$ cat config.mk
export PLATFORM = sky130hd
export DESIGN_NAME = core_launch_ctrl
export DESIGN_NICKNAME = d
export VERILOG_FILES = /design/src/rtl/core_launch_ctrl.sv
export SDC_FILE = /design/constraint.sdc
export NUM_CORES = 1
export LEC_CHECK = 0
export CAP_MARGIN = 10
export CORE_MARGIN = 4
export CORE_UTILIZATION = 34
export DETAILED_ROUTE_END_ITERATION = 7
export PLACE_DENSITY_LB_ADDON = 0.08
export SLEW_MARGIN = 10
export SYNTH_ARGS = -nofsm -noshare
export SYNTH_HDL_FRONTEND = slang
export SYNTH_SLANG_ARGS = --single-unit
$ cat constraint.sdc
create_clock -name clk -period 2.2 [get_ports clk]
set_input_delay 0.22 -clock clk [delete_from_list [all_inputs] [get_ports clk]]
set_output_delay 0.22 -clock clk [all_outputs]
set_load 0.03 [all_outputs]
$ cat src/rtl/core_launch_ctrl.sv
// Host-side launcher: sends one PC-write packet to start the core, watches its state, and returns one status record per job.
// Optional watchdog timeout is enabled by defining CORE_LAUNCH_CTRL_WATCHDOG_EN.
package core_launch_ctrl_pkg;
    typedef enum logic [1:0] {
        IDLE = 2'd0,
        RUN  = 2'd1,
        ERR  = 2'd2
    } state_e;
endpackage

module core_launch_ctrl
    import core_launch_ctrl_pkg::*;
#(
    parameter int imem_addr_width_p = 10,
    parameter int cycle_cnt_width_p = 16
) (
    input  logic                         clk,
    input  logic                         reset,
    input  logic                         job_valid_i,
    input  logic [imem_addr_width_p-1:0] job_pc_i,
    input  logic [cycle_cnt_width_p-1:0] job_limit_i,
    output logic                         job_ready_o,
    output logic                         net_valid_o,
    output logic [2:0]                   net_op_o,
    output logic [imem_addr_width_p-1:0] net_addr_o,
    input  logic                         net_ready_i,
    input  state_e                       core_state_i,
    output logic                         resp_valid_o,
    output logic [1:0]                   resp_status_o,
    output logic [cycle_cnt_width_p-1:0] resp_cycles_o,
    input  logic                         resp_ready_i
);

    localparam logic [2:0] OP_PC_WRITE = 3'b001;
    localparam logic [1:0] ST_DONE     = 2'b00;
    localparam logic [1:0] ST_ERR      = 2'b01;
    localparam logic [1:0] ST_TIMEOUT  = 2'b10;
    localparam logic [cycle_cnt_width_p-1:0] CNT_ZERO = {cycle_cnt_width_p{1'b0}};
    localparam logic [cycle_cnt_width_p-1:0] CNT_ONE  = {{(cycle_cnt_width_p-1){1'b0}}, 1'b1};
    localparam logic [imem_addr_width_p-1:0] PC_ZERO  = {imem_addr_width_p{1'b0}};

    typedef enum logic [2:0] {
        S_IDLE   = 3'd0,
        S_SEND   = 3'd1,
        S_ARM    = 3'd2,
        S_WATCH  = 3'd3,
        S_REPORT = 3'd4
    } fsm_e;

    fsm_e                         fsm_r, fsm_nxt_s;
    logic [imem_addr_width_p-1:0] pc_r;
    logic [cycle_cnt_width_p-1:0] cnt_r, cnt_nxt_s, cnt_inc_s;
    logic [cycle_cnt_width_p-1:0] cycles_r, cycles_nxt_s;
    logic [1:0]                   status_r, status_nxt_s;
    logic                         accept_s;
    logic                         core_idle_s, core_run_s, core_err_s;
    logic                         limit_hit_s;

    // Undefined core state encodings are treated as ERR.
    assign core_idle_s = (core_state_i == IDLE);
    assign core_run_s  = (core_state_i == RUN);
    assign core_err_s  = !core_idle_s && !core_run_s;
    assign accept_s    = job_valid_i && job_ready_o;
    assign cnt_inc_s   = (&cnt_r) ? cnt_r : (cnt_r + CNT_ONE);

`ifdef CORE_LAUNCH_CTRL_WATCHDOG_EN
    logic [cycle_cnt_width_p-1:0] limit_r;

    // Watchdog limit latched at job accept.
    always_ff @(posedge clk) begin
        if (reset) begin
            limit_r <= CNT_ZERO;
        end else if (accept_s) begin
            limit_r <= job_limit_i;
        end
    end

    assign limit_hit_s = (limit_r != CNT_ZERO) && (cnt_r == limit_r);
`else
    logic unused_limit_s;
    assign unused_limit_s = ^job_limit_i;
    assign limit_hit_s    = 1'b0;
`endif

    // State register plus latched PC, counter and response fields.
    always_ff @(posedge clk) begin
        if (reset) begin
            fsm_r    <= S_IDLE;
            pc_r     <= PC_ZERO;
            cnt_r    <= CNT_ZERO;
            status_r <= ST_DONE;
            cycles_r <= CNT_ZERO;
        end else begin
            fsm_r    <= fsm_nxt_s;
            cnt_r    <= cnt_nxt_s;
            status_r <= status_nxt_s;
            cycles_r <= cycles_nxt_s;
            if (accept_s) begin
                pc_r <= job_pc_i;
            end
        end
    end

    // Next-state logic. In S_ARM the counter times the wait for RUN; on the
    // RUN sample it restarts at 1 so it counts the core's RUN cycles from then on.
    always_comb begin
        fsm_nxt_s    = fsm_r;
        cnt_nxt_s    = cnt_r;
        status_nxt_s = status_r;
        cycles_nxt_s = cycles_r;
        case (fsm_r)
            S_IDLE: begin
                if (accept_s) begin
                    fsm_nxt_s = S_SEND;
                    cnt_nxt_s = CNT_ZERO;
                end else begin
                    fsm_nxt_s = S_IDLE;
                end
            end
            S_SEND: begin
                if (net_ready_i) begin
                    fsm_nxt_s = S_ARM;
                end else begin
                    fsm_nxt_s = S_SEND;
                end
            end
            S_ARM: begin
                if (core_err_s) begin
                    fsm_nxt_s    = S_REPORT;
                    status_nxt_s = ST_ERR;
                    cycles_nxt_s = CNT_ZERO;
                end else if (core_run_s) begin
                    fsm_nxt_s = S_WATCH;
                    cnt_nxt_s = CNT_ONE;
                end else if (limit_hit_s) begin
                    fsm_nxt_s    = S_REPORT;
                    status_nxt_s = ST_TIMEOUT;
                    cycles_nxt_s = CNT_ZERO;
                end else begin
                    cnt_nxt_s = cnt_inc_s;
                end
            end
            S_WATCH: begin
                if (core_err_s) begin
                    fsm_nxt_s    = S_REPORT;
                    status_nxt_s = ST_ERR;
                    cycles_nxt_s = cnt_r;
                end else if (core_idle_s) begin
                    fsm_nxt_s    = S_REPORT;
                    status_nxt_s = ST_DONE;
                    cycles_nxt_s = cnt_r;
                end else if (limit_hit_s) begin
                    fsm_nxt_s    = S_REPORT;
                    status_nxt_s = ST_TIMEOUT;
                    cycles_nxt_s = cnt_r;
                end else begin
                    cnt_nxt_s = cnt_inc_s;
                end
            end
            S_REPORT: begin
                if (resp_ready_i) begin
                    fsm_nxt_s = S_IDLE;
                end else begin
                    fsm_nxt_s = S_REPORT;
                end
            end
            default: begin
                fsm_nxt_s = S_IDLE;
            end
        endcase
    end

    // Output decode from the state register; payloads are zero when not valid.
    always_comb begin
        job_ready_o   = 1'b0;
        net_valid_o   = 1'b0;
        net_op_o      = 3'b000;
        net_addr_o    = PC_ZERO;
        resp_valid_o  = 1'b0;
        resp_status_o = 2'b00;
        resp_cycles_o = CNT_ZERO;
        case (fsm_r)
            S_IDLE: begin
                job_ready_o = !reset;
            end
            S_SEND: begin
                net_valid_o = 1'b1;
                net_op_o    = OP_PC_WRITE;
                net_addr_o  = pc_r;
            end
            S_REPORT: begin
                resp_valid_o  = 1'b1;
                resp_status_o = status_r;
                resp_cycles_o = cycles_r;
            end
            default: begin
                job_ready_o = 1'b0;
            end
        endcase
    end

endmodule

# ---- Word-level counts from Yosys, hierarchy flattened
# Cells that the tools add are included.
dict set report op_classes {
  n_addsub 1
  eq_ne 12
  muxes 30
  reduce_logical 13
}
# op n
set op_table {}
lappend op_table {{2-to-1 mux 16 bit} 10}
lappend op_table {{case mux 16 bit (3 select lines)} 1}
lappend op_table {{case mux 16 bit (2 select lines)} 1}
lappend op_table {{adder 16 x 1 -> 16 bit (second input constant)} 1}
lappend op_table {{AND reduction 16 bit} 1}
lappend op_table {{2-to-1 mux 3 bit} 5}
lappend op_table {{case mux 3 bit (5 select lines)} 1}
lappend op_table {{2-to-1 mux 10 bit} 1}
lappend op_table {{2-to-1 mux 2 bit} 5}
lappend op_table {{!= test 2 bit (second input constant)} 5}
lappend op_table {{equality test 3 x 2 -> 1 bit (second input constant)} 2}
lappend op_table {{!= test 3 bit (second input constant)} 2}
lappend op_table {{2-to-1 mux 1 bit} 5}
lappend op_table {{AND reduction 5 bit} 1}
lappend op_table {{case mux 2 bit (2 select lines)} 1}
lappend op_table {{equality test 3 x 1 -> 1 bit (second input constant)} 1}
lappend op_table {{equality test 3 bit (second input constant)} 1}
lappend op_table {{zero test 1 bit} 3}
lappend op_table {{zero test 3 bit} 1}
lappend op_table {{AND reduction 3 bit} 1}
lappend op_table {{nonzero test 3 bit} 1}
lappend op_table {{equality test 2 x 1 -> 1 bit (second input constant)} 1}
lappend op_table {{logical AND 1 bit} 2}
lappend op_table {{zero test 2 bit} 1}
lappend op_table {{other kinds (2)} 2}
dict set report word_totals {
  ff_bits 47
  inputBits 33
  output_inout_bits 34
  word_cells 61
}

# ---- Depth between registers and ports, before layout
# Gate-level depths: netlist of the first run.
dict set report depth {
  word_depth 5
  depth_mapped 7
  ltp_nobuf 5
}

# ---- Least setup slack after synthesis of the first run
# OpenSTA, ideal clock, no wires.
dict set report synth_path {
  kind {register to register}
  start {reg fsm_r[0]}
  end {reg cnt_r[5]}
  setup_ns 0.130
  arrival_time_ns 1.881
  required_ns 2.070
  setup_slack_ns 0.189
  stages_incl_launch_ff 7
  path_buffers 2
  period_less_slack_ns 2.011
  path_cell_list {dfxtp_1 buf_2 nor4_4 a32oi_2 buf_2 o41ai_1 a21oi_1}
}
dict set report synth_between {
  elab_chain_len 5
  elab_cells_between_ends 12
  classes_between {6 x eq/ne; 2 x mux; 4 x reduce/logical}
}
# item line_no
set synth_rtl {}
lappend synth_rtl {{start, declared} 50} ;# fsm_e fsm_r, fsm_nxt_s;
lappend synth_rtl {{start signal, assigned} 94} ;# fsm_r <= fsm_nxt_s;
lappend synth_rtl {{zero test 3 bit} 182} ;# case (fsm_r)
lappend synth_rtl {{2-to-1 mux 1 bit} 182}
lappend synth_rtl {{net job_ready_o} 22} ;# output logic job_ready_o,
lappend synth_rtl {{logical AND 1 bit} 63} ;# assign accept_s = job_valid_i && job_ready_o;
lappend synth_rtl {{!= test 2 bit (no source line)} --}
lappend synth_rtl {{AND reduction 5 bit (no source line)} --}
lappend synth_rtl {{end signal, assigned} 95} ;# cnt_r <= cnt_nxt_s;
lappend synth_rtl {{end, declared} 52} ;# logic [cycle_cnt_width_p-1:0] cnt_r, cnt_nxt_s, cnt_inc_s;
# The timed path passes the listed nets, and every way through them passes these cells.
# A chain may end at the register's enable or synchronous reset.

# ---- Worst setup path after layout of the first run
dict set report layout_path {
  start {reg fsm_r[1]}
  end {reg cnt_r[5]}
}
dict set report layout_between {
  elab_chain_len 5
  elab_cells_between_ends 12
  classes_between {6 x eq/ne; 2 x mux; 4 x reduce/logical}
}
# item line_no
set layout_rtl {}
lappend layout_rtl {{zero test 3 bit} {111, 182}}
lappend layout_rtl {{2-to-1 mux 1 bit} 182}
lappend layout_rtl {{logical AND 1 bit} 63}
lappend layout_rtl {{!= test 2 bit (no source line)} --}
lappend layout_rtl {{AND reduction 5 bit (no source line)} --}
# Several ways; a longest one is shown, not always the timed one.

==> flow_summary.json, run 1 <==
{
  "path_clk_slew_ps": 90,
  "fp.coreArea_sq_mm": 0.00649,
  "cp-startpoint": "fsm_r[1]$_SDFFE_PP0P_",
  "dpl.hpwl_mm": 4.35,
  "reg2reg_depth": 5,
  "port_buffers": 47,
  "clkPwrFrac_pct": 34.9,
  "netlist_top_cells_count": "nand2_1 (50), dfxtp_1 (46), nand3_1 (34)",
  "globalRouteOverflowTotal": 0,
  "finalWorstSetupSlack_ps": 282,
  "cp.required_ps": 2380,
  "worst_pin_slew_ps": 687,
  "rsz0062_at_grt": "false",
  "ys_seq_elements": 46,
  "cts.sinks": 46,
  "synth.cell_area_sq_mm": 0.00233,
  "syn2layout_area_growth_pct": 28.2,
  "grt_pass1_vias": 2011,
  "tritoncts": "built",
  "yosysMostFrequentCell": "nand2_1",
  "hold_buffers": 0,
  "p_sw_mw": 0.423,
  "status": "finished clean",
  "reg2reg_slack_ps": 280,
  "report.power.total_mw": 1.61,
  "synthTopCellsByArea": "dfxtp_1 (40%), nand2_1 (8.1%), and2_1 (7.8%), nand3_1 (7.3%), a21oi_1 (5.8%)",
  "sw_frac_of_total_pct": 26.3,
  "start_kind": "flip-flop",
  "antennaDiodeCount": 0,
  "synth.distinct_cells": 45,
  "pre_cts_ws_ps": 110,
  "ios": 67,
  "synth_edf_count": 0,
  "cp_max_fo": 14,
  "maxCapViolCount": 0,
  "p_per_area_mw_per_mm2": 539,
  "routedWlPerCell_um": 14.3,
  "via_per_inst": 5.26,
  "die_h_um": 90.7,
  "relSlewSlack_pct": 54.2,
  "post-route-drc-count": 0,
  "layout-drive-gt1-share_pct": 14.7,
  "worstSetupEndpointType": "flip-flop",
  "wirelength_mm": 6.07,
  "start_util_pct": 35.8,
  "max_freq_mhz": 521,
  "drv_slew": 0,
  "seq_area_frac_synth_pct": 39.6,
  "root_buffer": "clkbuf_8",
  "yosys_warnings": 0,
  "die-width_um": 90.7,
  "gp_congestion": 0.760,
  "synth-main-ff-cell": "dfxtp_1",
  "final.setup_skew_ps": 10.1,
  "netlist_instances": 294,
  "max-clock-path-buffers": 2,
  "p_seq_share_pct": 53.7,
  "finalHoldViolCount": 0,
  "synth_top_cell_area_share_pct": 39.6,
  "die-area_sq_mm": 0.00823,
  "crit_type": "flip-flop to flip-flop",
  "cts_buffers": 5,
  "placementRows": 29,
  "finalCritPeriodShare_pct": 87.2,
  "grt_usage_pct": 14.7,
  "h-tree-depth": 2,
  "clock_latency_ps": 300,
  "vias": 2232,
  "synthArstFlopShare_pct": 0,
  "peakVddDrop_v": 0.000233,
  "ant_nets": 0,
  "crit_arrival_ps": 2090,
  "hp-class": "input port to flip-flop",
  "avgSynthCellArea_sq_um": 7.91,
  "period_needed_ps": 1920,
  "min_from": "job_pc_i[6]",
  "combPwrFrac_pct": 11.4,
  "grt_pass1_wl_mm": 10.0,
  "p_int_mw": 1.18,
  "r2r_end": "cnt_r[5]$_SDFFE_PP0P_",
  "grt_max_degree": 25,
  "fin_nets": 380,
  "synth_top_area_cell": "dfxtp_1",
  "cp-endpoint": "cnt_r[5]$_SDFFE_PP0P_",
  "r2r_start": "fsm_r[1]$_SDFFE_PP0P_",
  "drt_iter0_drc": 121,
  "p_leak_nw": 1.21,
  "drt_pass1_iterations": 4,
  "setup_violations": 0,
  "fin_setup_tns_ps": 0,
  "antenna_found_initial": 0
}
[through the flow]
step           hold slack (ps)  utilization (%)  cell area, sq um  cells
6_report                   448             45.9              2980    424
5_1_grt                    454             45.9              2980    424
4_1_cts                    439             45.7              2970    424
3_5_place_dp               441             44.3              2880    416
3_3_place_gp               433             44.3              2880    416
2_1_floorplan              319                -              2330    296
[flip-flops by register name, summed over array words and instances (netlist names)]
| register | cells |
|---|---|
| status_r | 1 |
| cycles_r | 16 |
| fsm_r | 3 |
| cnt_r | 16 |
| pc_r | 10 |
[layer usage]
layer / routed length (um) / GRT usage, %
met3: 310 / 3.33
met1: 3050 / 20.7
met5: 0 / 0
met4: 54 / 3.44
met2: 2660 / 22.7
[critical path, stage by stage (launching register included)]
cell and delay (ps):
dfxtp_1 500, nor2b_1 250, a32oi_2 320, buf_4 270, o41ai_1 360, a21oi_1 100
[power groups by stage]
stage / Combinational [mW] / Sequential [mW] / Clock (mW)
2_1_floorplan: 0.113 / 0.876 / 0
3_3_place_gp: 0.187 / 0.881 / 0
3_5_place_dp: 0.187 / 0.882 / 0
4_1_cts: 0.186 / 0.863 / 0.585
5_1_grt: 0.202 / 0.866 / 0.613
6_report: 0.184 / 0.863 / 0.561
[how the worst min path moves through the flow]
| stage | end | depth (start not counted) |
|---|---|---|
| after floorplan | pc_r[0]$_SDFFE_PP0P_ | 2 |
| after global placement | cycles_r[10]$_SDFFE_PP0P_ | 2 |
| after detailed placement | pc_r[8]$_SDFFE_PP0P_ | 2 |
| after CTS | pc_r[9]$_SDFFE_PP0P_ | 3 |
| after global routing | pc_r[1]$_SDFFE_PP0P_ | 3 |
| final | pc_r[6]$_SDFFE_PP0P_ | 3 |
[layout make-up]
cell class | count | area (sq um)
fill | 680 | 3510
multi-input combinational | 225 | 1300
sequential | 46 | 922
timing repair buffer | 64 | 554
tap | 77 | 96.3
clock buffer | 6 | 82.6
clock inverter | 2 | 16.3
inverter | 4 | 15.0
[placed cells by master (no fill, tap or decap), drive strengths merged, types with 5 or more instances in the layout]
cell           instances
inv                    5
nand3                 34
or4                    5
and2                  29
a21oi                 27
o21ai                  5
clkdlybuf4s50         16
buf                   36
nand2                 50
nor4                   8
nand4                  7
dlygate4sd2            7
dfxtp                 46
dlymetal6s2s           5
clkbuf                 6
nand2b                10
[timing repair]
item	in CTS	in global routing
setup buffers	0	0
pin swaps	0	0
gates resized for setup	8	5
setup endpoints to repair	10	5
[kinds of logic after synthesis]
kind of cell | count (synthesis) | share of synthesized area (%)
adders and majority gates | 1 | 0.538
buffers and inverters | 25 | 5.00
and+or+nand+nor | 161 | 37.1
other | 1 | 0.161
AOI/OAI and AO/OA | 55 | 15.5
DFF | 46 | 39.6
xor gates and xnor gates | 1 | 0.377
muxes | 4 | 1.72
(Power assumes the default switching activity.)
==> inputs of run 2 (changes only) <==
--- a/config.mk
+++ b/config.mk
@@ -6,8 +6,8 @@
 export NUM_CORES = 1
 export LEC_CHECK = 0
 export CAP_MARGIN = 10
-export CORE_MARGIN = 4
 export CORE_UTILIZATION = 34
+export CTS_CLUSTER_SIZE = 24
 export DETAILED_ROUTE_END_ITERATION = 7
 export PLACE_DENSITY_LB_ADDON = 0.08
 export SLEW_MARGIN = 10
==> run 2 against run 1 <==
Effect of this change: the run now ends with DRC left; first-iteration DRC count is the same; clock power is essentially flat; clock-buffer cell count is the same; combinational power grew 2%; critical path type is now flip-flop to primary output; largest power group unchanged; highest routed layer unchanged.
==> flow_summary.json, run 2 (same netlist as run 1, synthesis figures left out) <==
{
  "peakVddDrop_v": 0.000246,
  "fin_setup_tns_ps": 0,
  "post-route-drc-count": 5,
  "antenna_found_initial": 0,
  "crit_arrival_ps": 1850,
  "placementRows": 29,
  "grt_max_degree": 25,
  "hold_buffers": 0,
  "p_leak_nw": 1.14,
  "vias": 2200,
  "layout-drive-gt1-share_pct": 14.9,
  "worst_pin_slew_ps": 754,
  "start_kind": "flip-flop",
  "wirelength_mm": 5.76,
  "fp.coreArea_sq_mm": 0.00646,
  "final.setup_skew_ps": 4.66,
  "violations": "DRC",
  "final_util_pct": 46.1,
  "reg2reg_slack_ps": 270,
  "crit_path_max_incr_delay_ps": 680,
  "hp-class": "input port to flip-flop",
  "setup_violations": 0,
  "cp_max_fo": 12,
  "tritoncts": "built",
  "dpl.hpwl_mm": 4.19,
  "finalCritPeriodShare_pct": 94.3,
  "max-clock-path-buffers": 2,
  "worstPathCellList": "nand2b_1 -> nor2_1 -> buf_4 -> clkdlybuf4s50_1",
  "report.power.total_mw": 1.61,
  "die_h_um": 84.7,
  "path_clk_slew_ps": 90,
  "status": "complete, but fails checks",
  "rsz0062_at_grt": "false",
  "start_util_pct": 36.0,
  "globalRouteOverflowTotal": 0,
  "final_cell_area_sq_mm": 0.00298,
  "via_per_inst": 5.16,
  "grt_usage_pct": 16.5,
  "gp_congestion": 0.768,
  "p_per_area_mw_per_mm2": 541,
  "grt_pass1_wl_mm": 9.56,
  "max_freq_mhz": 482,
  "maxCapViolCount": 0,
  "routedWlPerCell_um": 13.5,
  "layout_common_cells": "nand2_1 (50), dfxtp_1 (46), buf_4 (38)",
  "cts.sinks": 46,
  "cts_resized": 10,
  "cpMaxStageDelayCell": "clkdlybuf4s50_1",
  "syn2layout_area_growth_pct": 28.1,
  "drt_pass1_iterations": 8,
  "cts_setup_buffers": 0,
  "crit_type": "flip-flop to primary output",
  "relSlewSlack_pct": 49.8,
  "antennaDiodeCount": 0,
  "ios": 67,
  "reg.largest.list": "cnt_r (16), cycles_r (16), pc_r (10)",
  "ant_nets": 0,
  "layout_commonest_cell": "nand2_1",
  "finalHoldViolCount": 0,
  "grt_pass1_vias": 1981,
  "port_buffers": 47,
  "fin_nets": 382,
  "die-area_sq_mm": 0.00718,
  "cts_buffers": 5,
  "root_buffer": "clkbuf_8",
  "cp.required_ps": 1980,
  "h-tree-depth": 2,
  "period_needed_ps": 2070,
  "drv_slew": 0,
  "placed_area_sq_mm": 0.00289,
  "drt_iter0_drc": 121,
  "worstSetupEndpointType": "primary output",
  "die-width_um": 84.7,
  "clock_latency_ps": 300
}
-- run 2: path summary, 6_finish.rpt --
path | from | end | depth (start not counted)
worst max-delay path | fsm_r[1]$_SDFFE_PP0P_ | net_valid_o | 4
worst min-delay path | job_pc_i[1] | pc_r[1]$_SDFFE_PP0P_ | 3
worst max register to register | fsm_r[1]$_SDFFE_PP0P_ | cnt_r[8]$_SDFFE_PP0P_ | 5
worst min register to register | cycles_r[12]$_SDFFE_PP0P_ | cycles_r[12]$_SDFFE_PP0P_ | 2
-- run 2: stage by stage --
step           setup WS, ps  cells  hold slack (ps)
5_1_grt                11.0    426              442
2_1_floorplan           189    296              319
3_5_place_dp            190    418              442
6_report                126    426              442
3_3_place_gp            199    418              434
4_1_cts                 110    426              434
-- run 2: cell type report --
cell class | count | area, sq um
fill | 702 | 3480
timing repair buffer | 66 | 553
multi-input combinational | 225 | 1300
sequential | 46 | 921
inverter | 4 | 15.0
clock buffer | 6 | 82.6
tap | 77 | 96.3
clock inverter | 2 | 16.3
-- run 2: worst max-delay path, delay by kind of cell (launching register included) --
| family | cells | cell delay [ps] |
|---|---|---|
| buffers and inverters | 2 | 860 |
| flip-flops | 1 | 400 |
| AND/OR/NAND/NOR | 2 | 300 |
-- run 2: where the power goes --
group | switching [mW] | internal (mW) | total [mW]
logic | 0.109 | 0.0795 | 0.188
clock network | 0.305 | 0.259 | 0.564
registers | 0.0109 | 0.850 | 0.861
-- run 2: per-layer routing --
layer | share of wire, % | vias up | global-route usage (%)
li1 | - | 1152 | -
met1 | 50 | 1000 | 23.5
met2 | 45 | 41 | 25.2
met3 | 3.6 | 7 | 3.05
met4 | 1.2 | 0 | 4.93
met5 | 0 | - | 0
